**config.mk**
```make
export PLATFORM = sky130hd
export DESIGN_NAME = hazard_ctrl
export DESIGN_NICKNAME = d
export VERILOG_FILES = /design/src/rtl/hazard_ctrl_pkg.sv /design/src/rtl/hazard_ctrl_md_seq.sv /design/src/rtl/hazard_ctrl.sv
export SDC_FILE = /design/constraint.sdc
export NUM_CORES = 1
export LEC_CHECK = 0
export ABC_AREA = 1
export CAP_MARGIN = 20
export CORE_UTILIZATION = 32
export CTS_CLUSTER_SIZE = 25
export DETAILED_ROUTE_END_ITERATION = 7
export SYNTH_ARGS = -nofsm -noshare
export SYNTH_HDL_FRONTEND = slang
export SYNTH_SLANG_ARGS = --single-unit
```
**constraint.sdc**
```tcl
create_clock -name clk -period 1.6 [get_ports clk]
set_input_delay 0.32 -clock clk [delete_from_list [all_inputs] [get_ports clk]]
set_output_delay 0.32 -clock clk [all_outputs]
set_load 0.02 [all_outputs]
```
**src/rtl/hazard_ctrl_pkg.sv**
```systemverilog
// Shared definitions for the hazard/stall controller: mult/div sequencer
// state encodings, the hard-wired zero register and stall-reason bit slots.
package hazard_ctrl_pkg;

    typedef enum logic [1:0] {
        MD_IDLE = 2'd0,
        MD_BUSY = 2'd1,
        MD_DONE = 2'd2
    } md_state_t;

    localparam logic [4:0] REG_ZERO = 5'd0;

    // Bit positions inside the stall-reason vector
    localparam int STALL_LOAD_USE    = 0;  // load in EX feeds ID
    localparam int STALL_BR_ALU      = 1;  // branch compares an EX ALU result
    localparam int STALL_BR_LOAD     = 2;  // branch compares a load still in EX
    localparam int STALL_BR_MEM_LOAD = 3;  // branch compares a load now in MEM
    localparam int STALL_MD_READ     = 4;  // mfhi/mflo before HI/LO is written
    localparam int STALL_MD_BUSY     = 5;  // second mult/div while unit occupied
    localparam int NUM_STALL         = 6;

    // A pipeline destination hazards the ID instruction only when it is a
    // real register and matches a source the instruction actually reads.
    function automatic logic reg_match(
        input logic [4:0] wr,
        input logic [4:0] rs,
        input logic [4:0] rt,
        input logic       uses_rt
    );
        return (wr != REG_ZERO) && ((wr == rs) || (uses_rt && (wr == rt)));
    endfunction

endpackage

```
**src/rtl/hazard_ctrl_md_seq.sv**
```systemverilog
// Multi-cycle mult/div sequencer: accepts a start, holds busy for the
// selected latency and pulses the HI/LO write exactly LAT cycles after go.
module hazard_ctrl_md_seq
    import hazard_ctrl_pkg::*;
#(
    parameter int MULT_LAT = 4,
    parameter int DIV_LAT  = 32
) (
    input  logic clk,
    input  logic reset,
    input  logic start,
    input  logic is_div,
    output logic go,
    output logic busy,
    output logic hilo_we,
    output logic active
);

    localparam int MAX_LAT = (MULT_LAT > DIV_LAT) ? MULT_LAT : DIV_LAT;
    localparam int CW      = $clog2(MAX_LAT + 1);

    md_state_t       state_r;
    logic [CW-1:0]   cnt_r;
    logic [CW-1:0]   load_s;
    logic            accept_s;

    assign load_s   = is_div ? CW'(DIV_LAT - 1) : CW'(MULT_LAT - 1);
    assign accept_s = (state_r == MD_IDLE) && start;
    assign active   = (state_r != MD_IDLE);

    // Sequencer state and countdown; BUSY is left as the count reaches zero
    // so that DONE lands exactly LAT cycles after the accepting cycle.
    always_ff @(posedge clk) begin
        if (!reset) begin
            state_r <= MD_IDLE;
            cnt_r   <= '0;
        end else begin
            case (state_r)
                MD_IDLE: begin
                    if (accept_s) begin
                        cnt_r   <= load_s;
                        state_r <= (load_s == '0) ? MD_DONE : MD_BUSY;
                    end
                end
                MD_BUSY: begin
                    cnt_r <= cnt_r - CW'(1);
                    if (cnt_r == CW'(1)) begin
                        state_r <= MD_DONE;
                    end
                end
                MD_DONE: begin
                    state_r <= MD_IDLE;
                end
                default: begin
                    state_r <= MD_IDLE;
                    cnt_r   <= '0;
                end
            endcase
        end
    end

    // Unit handshake outputs, all held quiet while reset is asserted
    always_comb begin
        if (!reset) begin
            go      = 1'b0;
            busy    = 1'b0;
            hilo_we = 1'b0;
        end else begin
            go      = accept_s;
            busy    = accept_s || (state_r != MD_IDLE);
            hilo_we = (state_r == MD_DONE);
        end
    end

endmodule

```
**src/rtl/hazard_ctrl.sv**
```systemverilog
// Hazard/stall controller for the 5-stage MIPS core (sits in ID next to the
// forwarding unit). Stalls on load-use and unready branch operands, flushes
// IF/ID on taken branches/jumps and sequences the shared mult/div unit.
// Optional build macro: HAZARD_STATS_EN adds saturating stall/flush counters.
module hazard_ctrl
    import hazard_ctrl_pkg::*;
#(
    parameter int MULT_LAT = 4,
    parameter int DIV_LAT  = 32
`ifdef HAZARD_STATS_EN
    ,
    parameter int CNT_W    = 16
`endif
) (
    input  logic       clk,
    input  logic       reset,
    input  logic [4:0] IFID_Rs,
    input  logic [4:0] IFID_Rt,
    input  logic       IFID_UsesRt,
    input  logic       ID_Branch,
    input  logic       ID_Jump,
    input  logic       Branch_Taken,
    input  logic       ID_MdStart,
    input  logic       ID_MdDiv,
    input  logic       ID_MdRead,
    input  logic [4:0] IDEX_WR,
    input  logic       IDEX_RegWrite,
    input  logic       IDEX_MemRead,
    input  logic [4:0] EXMEM_WR,
    input  logic       EXMEM_MemRead,
    output logic       PC_Write,
    output logic       IFID_Write,
    output logic       IDEX_Bubble,
    output logic       IFID_Flush,
    output logic       Md_Go,
    output logic       Md_Busy,
    output logic       Md_HiLoWe
`ifdef HAZARD_STATS_EN
    ,
    output logic [CNT_W-1:0] Stat_Stalls,
    output logic [CNT_W-1:0] Stat_Flushes,
    output logic [CNT_W-1:0] Stat_MdStalls
`endif
);

    logic                 ex_match_s;
    logic                 mem_match_s;
    logic [NUM_STALL-1:0] reason_s;
    logic                 stall_s;
    logic                 md_active_s;
    logic                 md_start_s;

    assign ex_match_s  = reg_match(IDEX_WR,  IFID_Rs, IFID_Rt, IFID_UsesRt);
    assign mem_match_s = reg_match(EXMEM_WR, IFID_Rs, IFID_Rt, IFID_UsesRt);

    // Collect every reason forwarding cannot cover; a branch on a load
    // stalls here first, then again via the MEM-stage check next cycle.
    always_comb begin
        reason_s                    = '0;
        reason_s[STALL_LOAD_USE]    = IDEX_MemRead && ex_match_s;
        reason_s[STALL_BR_ALU]      = ID_Branch && IDEX_RegWrite && !IDEX_MemRead && ex_match_s;
        reason_s[STALL_BR_LOAD]     = ID_Branch && IDEX_MemRead && ex_match_s;
        reason_s[STALL_BR_MEM_LOAD] = ID_Branch && EXMEM_MemRead && mem_match_s;
        reason_s[STALL_MD_READ]     = ID_MdRead && md_active_s;
        reason_s[STALL_MD_BUSY]     = ID_MdStart && md_active_s;
    end

    assign stall_s    = |reason_s;
    assign md_start_s = ID_MdStart && !stall_s;

    hazard_ctrl_md_seq #(
        .MULT_LAT (MULT_LAT),
        .DIV_LAT  (DIV_LAT)
    ) u_md_seq (
        .clk     (clk),
        .reset   (reset),
        .start   (md_start_s),
        .is_div  (ID_MdDiv),
        .go      (Md_Go),
        .busy    (Md_Busy),
        .hilo_we (Md_HiLoWe),
        .active  (md_active_s)
    );

    // Pipeline write-enables, bubble and flush; a stall always beats a flush
    always_comb begin
        if (!reset) begin
            PC_Write    = 1'b1;
            IFID_Write  = 1'b1;
            IDEX_Bubble = 1'b1;
            IFID_Flush  = 1'b0;
        end else begin
            PC_Write    = !stall_s;
            IFID_Write  = !stall_s;
            IDEX_Bubble = stall_s;
            IFID_Flush  = !stall_s && (ID_Jump || (ID_Branch && Branch_Taken));
        end
    end

`ifdef HAZARD_STATS_EN
    logic [CNT_W-1:0] stat_stalls_r;
    logic [CNT_W-1:0] stat_flushes_r;
    logic [CNT_W-1:0] stat_md_stalls_r;
    logic             md_stall_s;

    assign md_stall_s = reason_s[STALL_MD_READ] || reason_s[STALL_MD_BUSY];

    // Saturating event counters for stall, flush and mult/div stall cycles
    always_ff @(posedge clk) begin
        if (!reset) begin
            stat_stalls_r    <= '0;
            stat_flushes_r   <= '0;
            stat_md_stalls_r <= '0;
        end else begin
            if (stall_s && !(&stat_stalls_r)) begin
                stat_stalls_r <= stat_stalls_r + CNT_W'(1);
            end
            if (IFID_Flush && !(&stat_flushes_r)) begin
                stat_flushes_r <= stat_flushes_r + CNT_W'(1);
            end
            if (md_stall_s && !(&stat_md_stalls_r)) begin
                stat_md_stalls_r <= stat_md_stalls_r + CNT_W'(1);
            end
        end
    end

    assign Stat_Stalls   = stat_stalls_r;
    assign Stat_Flushes  = stat_flushes_r;
    assign Stat_MdStalls = stat_md_stalls_r;
`endif

endmodule
```
==> metrics.md <==
| Metric | Value |
|---|---|
| Outcome | `finished, violations left` |
| Failing checks | `negative setup slack` |
| Port bufs | `38` |
| Post-Syn Area | `920 um2` |
| Multi-input logic area | `727 um2` |
| # hold bufs at CTS | `0` |
| Post-synth cell types | `22` |
| Startpoint Class | `input port` |
| Ys flop type | `dfxtp_1` |
| Clock-pin slew on the worst setup and hold paths | `0.05 ns` |
| Via count | `1203` |
| Effective utilization at floorplan | `33.6%` |
| Die area | `3090 um2` |
| Seq/Total Area, Yosys | `17.4%` |
| Clock sinks | `8` |
| Worst-margin pin slew | `0.240 ns` |
| Clock Tree Buf Depth | `2` |
| RD Place Congestion | `0.924` |
| DIE HEIGHT | `55.6 um` |
| CP Max Fanout | `4` |
| Post-synth EDFFs | `0` |
| Die X | `55.6 um` |
| Final setup viols | `3` |
| Final worst-path cycle share | `104%` |
| GRT Residual Overflow | `0` |
| Max-cap violations | `0` |
| Clock latency on the worst-skew pair | `0.26 ns` |
| Pre-CTS WS | `-0.971 ns` |
| Wire per inst | `11.7 um` |
| Max Clk Rate | `602 MHz` |
| Max IR drop VDD | `0.000652 V` |
| Fillers | `287` |
| GR Util All Layers | `19.3%` |
| Starting DRT DRC Count | `30` |
| YS warnings | `0` |
| CTS Buf Count | `3` |
| Final hold viol count | `0` |
| Final worst setup slack | `-0.0615 ns` |
| Final Net Count | `255` |
| Pwr dens | `577 nW/um2` |
| Final min period | `1.66 ns` |
| DP Wirelength | `2300 um` |
| Slowest-stage cell, CP | `nand4_1` |
| WL final | `2930 um` |
| Drt drc | `0` |
| Post-DRT Antenna Nets | `0` |
| RSZ-0062 raised after global routing | `yes` |
| CTS tree | `built` |
| Ports | `39` |
| Crit Path Category | `in -> out` |
| Initial antenna violation count | `0` |
| Layout cells sized above 1 | `44.7%` |
| Clock root buffer | `clkbuf_4` |
| Crit path DAT | `1.34 ns` |
| Area Overhead vs Synth | `69.1%` |
| Max stage delay on crit path | `0.20 ns` |
| First-pass GRT wire length | `4840 um` |
| Cell Rows | `19` |
| Seq. cell area | `160 um2` |
| Async set-reset flop share out of synthesis | `0%` |
| Slew HR | `83.9%` |
| H-Tree Depth | `1` |
| Drt via density | `4.81` |
| Vias in the first global route | `1125` |
| Setup Skew | `0.00739 ns` |
| N_diodes | `0` |
| Synth Instances | `167` |
| Max Slew Vio Count | `0` |
| CP Cell Sequence | `buf_8 > inv_2 > nand2_1 > nand2_2 > nor2_2 > nand3_1 > nand2_1 > nand2_2 > nand4_1 > nor2_4 > buf_6` |
| Pin count of the biggest net entering global routing | `9` |
| Worst path required time | `1.28 ns` |
| Syn_area_per_cell | `5.51 um2` |
| DR pass1 iterations | `4` |
| Core area | `2730 um2` |
| CP Capture Type | `output port` |
| Leakage power | `0.792 nW` |
| Syn Nets | `201` |
| WHS | `0.467 ns` |
| Worst min path class | `reg -> reg` |
| Yosys reg bits | `8` |
## synth_stat cells, types with 3 or more instances
cell type,instances,area share (%)
nor2_1,23,9.4
nand2_1,57,23
nand4_1,4,2.7
dfxtp_1,8,17
inv_1,21,8.6
o21ai_0,5,2.7
nand3_1,9,4.9
a21oi_2,6,5.7
a21oi_1,8,4.4
xnor2_1,3,2.9
inv_2,7,2.9
## per-layer routing
layer,global-route usage (%),share of wire (%),wire [um],vias to the layer above
met5,0,0,0,-
met4,3.21,0.34,10,0
met3,5.12,5.3,155,2
met2,32.9,49,1430,36
met1,24.7,46,1340,539
li1,-,-,-,626
## flip-flops by register name, indices dropped and copies added, names as in the netlist
signal / count
u_md_seq.cnt_r: 6
u_md_seq.state_r: 2
## cells in the final DEF, fill, tap and decap left out, types with 2 or more instances in the layout
master,count
buf_6,19
buf_2,3
clkdlybuf4s50_1,4
clkbuf_4,3
a21oi_1,6
nor2_4,2
inv_1,10
o21ai_0,4
nor2_2,5
nand2_1,44
nor2_1,16
nand4_1,4
buf_8,3
clkdlybuf4s15_1,2
dlygate4sd2_1,4
dfxtp_1,8
nand2_2,14
o21ai_1,2
inv_4,6
ha_1,2
nand2_4,3
inv_2,12
buf_4,15
xor2_1,2
nand3_1,9
xnor2_1,2
a21oi_2,8
## critical path, delay by kind of cell
| kind | cells | cell delay (ns) |
|---|---|---|
| buffers and inverters | 3 | 0.27 |
| and+or+nand+nor | 8 | 0.74 |
## path summary, 6_finish.rpt
| kind | from | endpoint | slack, ns | cells past startpoint |
|---|---|---|---|---|
| hold / removal | u_md_seq.cnt_r[4] | u_md_seq.cnt_r[4] | 0.47 | 2 |
| setup reg to reg | u_md_seq.state_r[1] | u_md_seq.cnt_r[3] | 0.06 | 10 |
| hold reg to reg | u_md_seq.cnt_r[4] | u_md_seq.cnt_r[4] | 0.47 | 2 |
| setup / recovery | EXMEM_WR[1] | IFID_Flush | -0.06 | 11 |
## cell families after synthesis
logic type / after synthesis / synth area share, %
buf+inv: 30 / 12.7
fa+ha+maj: 2 / 2.72
simple gates: 99 / 46.9
compound gates: 23 / 15.5
xor+xnor: 5 / 4.76
flops: 8 / 17.4
## cell type report
cell class | count | area share (%)
Clock buffer | 3 | 1.45
Inverter | 28 | 7.72
Multi-Input combinational cell | 129 | 46.7
Sequential cell | 8 | 10.3
Tap cell | 31 | 2.49
Timing Repair Buffer | 51 | 31.3
## stage by stage
stage                     cell area [um2]  util, %  cells  power [W]  TNS (ns)
after floorplan                       927        -    167   0.000494  -0.00121
after global placement               1420     51.9    245   0.000684     -8.83
after detailed placement             1420     51.9    245   0.000692     -8.82
after CTS                            1410     51.7    249   0.000853    -0.204
after global routing                 1560     56.9    250   0.000959    -0.699
final                                1560     56.9    250   0.000898   -0.0772
## report_power, final
group / internal, W / total [W] / switching, W
Clock: 0.0000862 / 0.000159 / 0.0000733
Sequential: 0.000223 / 0.000241 / 0.0000181
Combinational: 0.000239 / 0.000498 / 0.000259
Total: 0.000547 / 0.000898 / 0.000351
## what timing repair did
item / 4_1_cts / 5_1_grt
resized for setup: 157 / 49
buffers inserted: 1 / 1
endpoints found under the setup margin: 13 / 6
pin swaps: 24 / 28
Power figures use the tool's default switching activity.
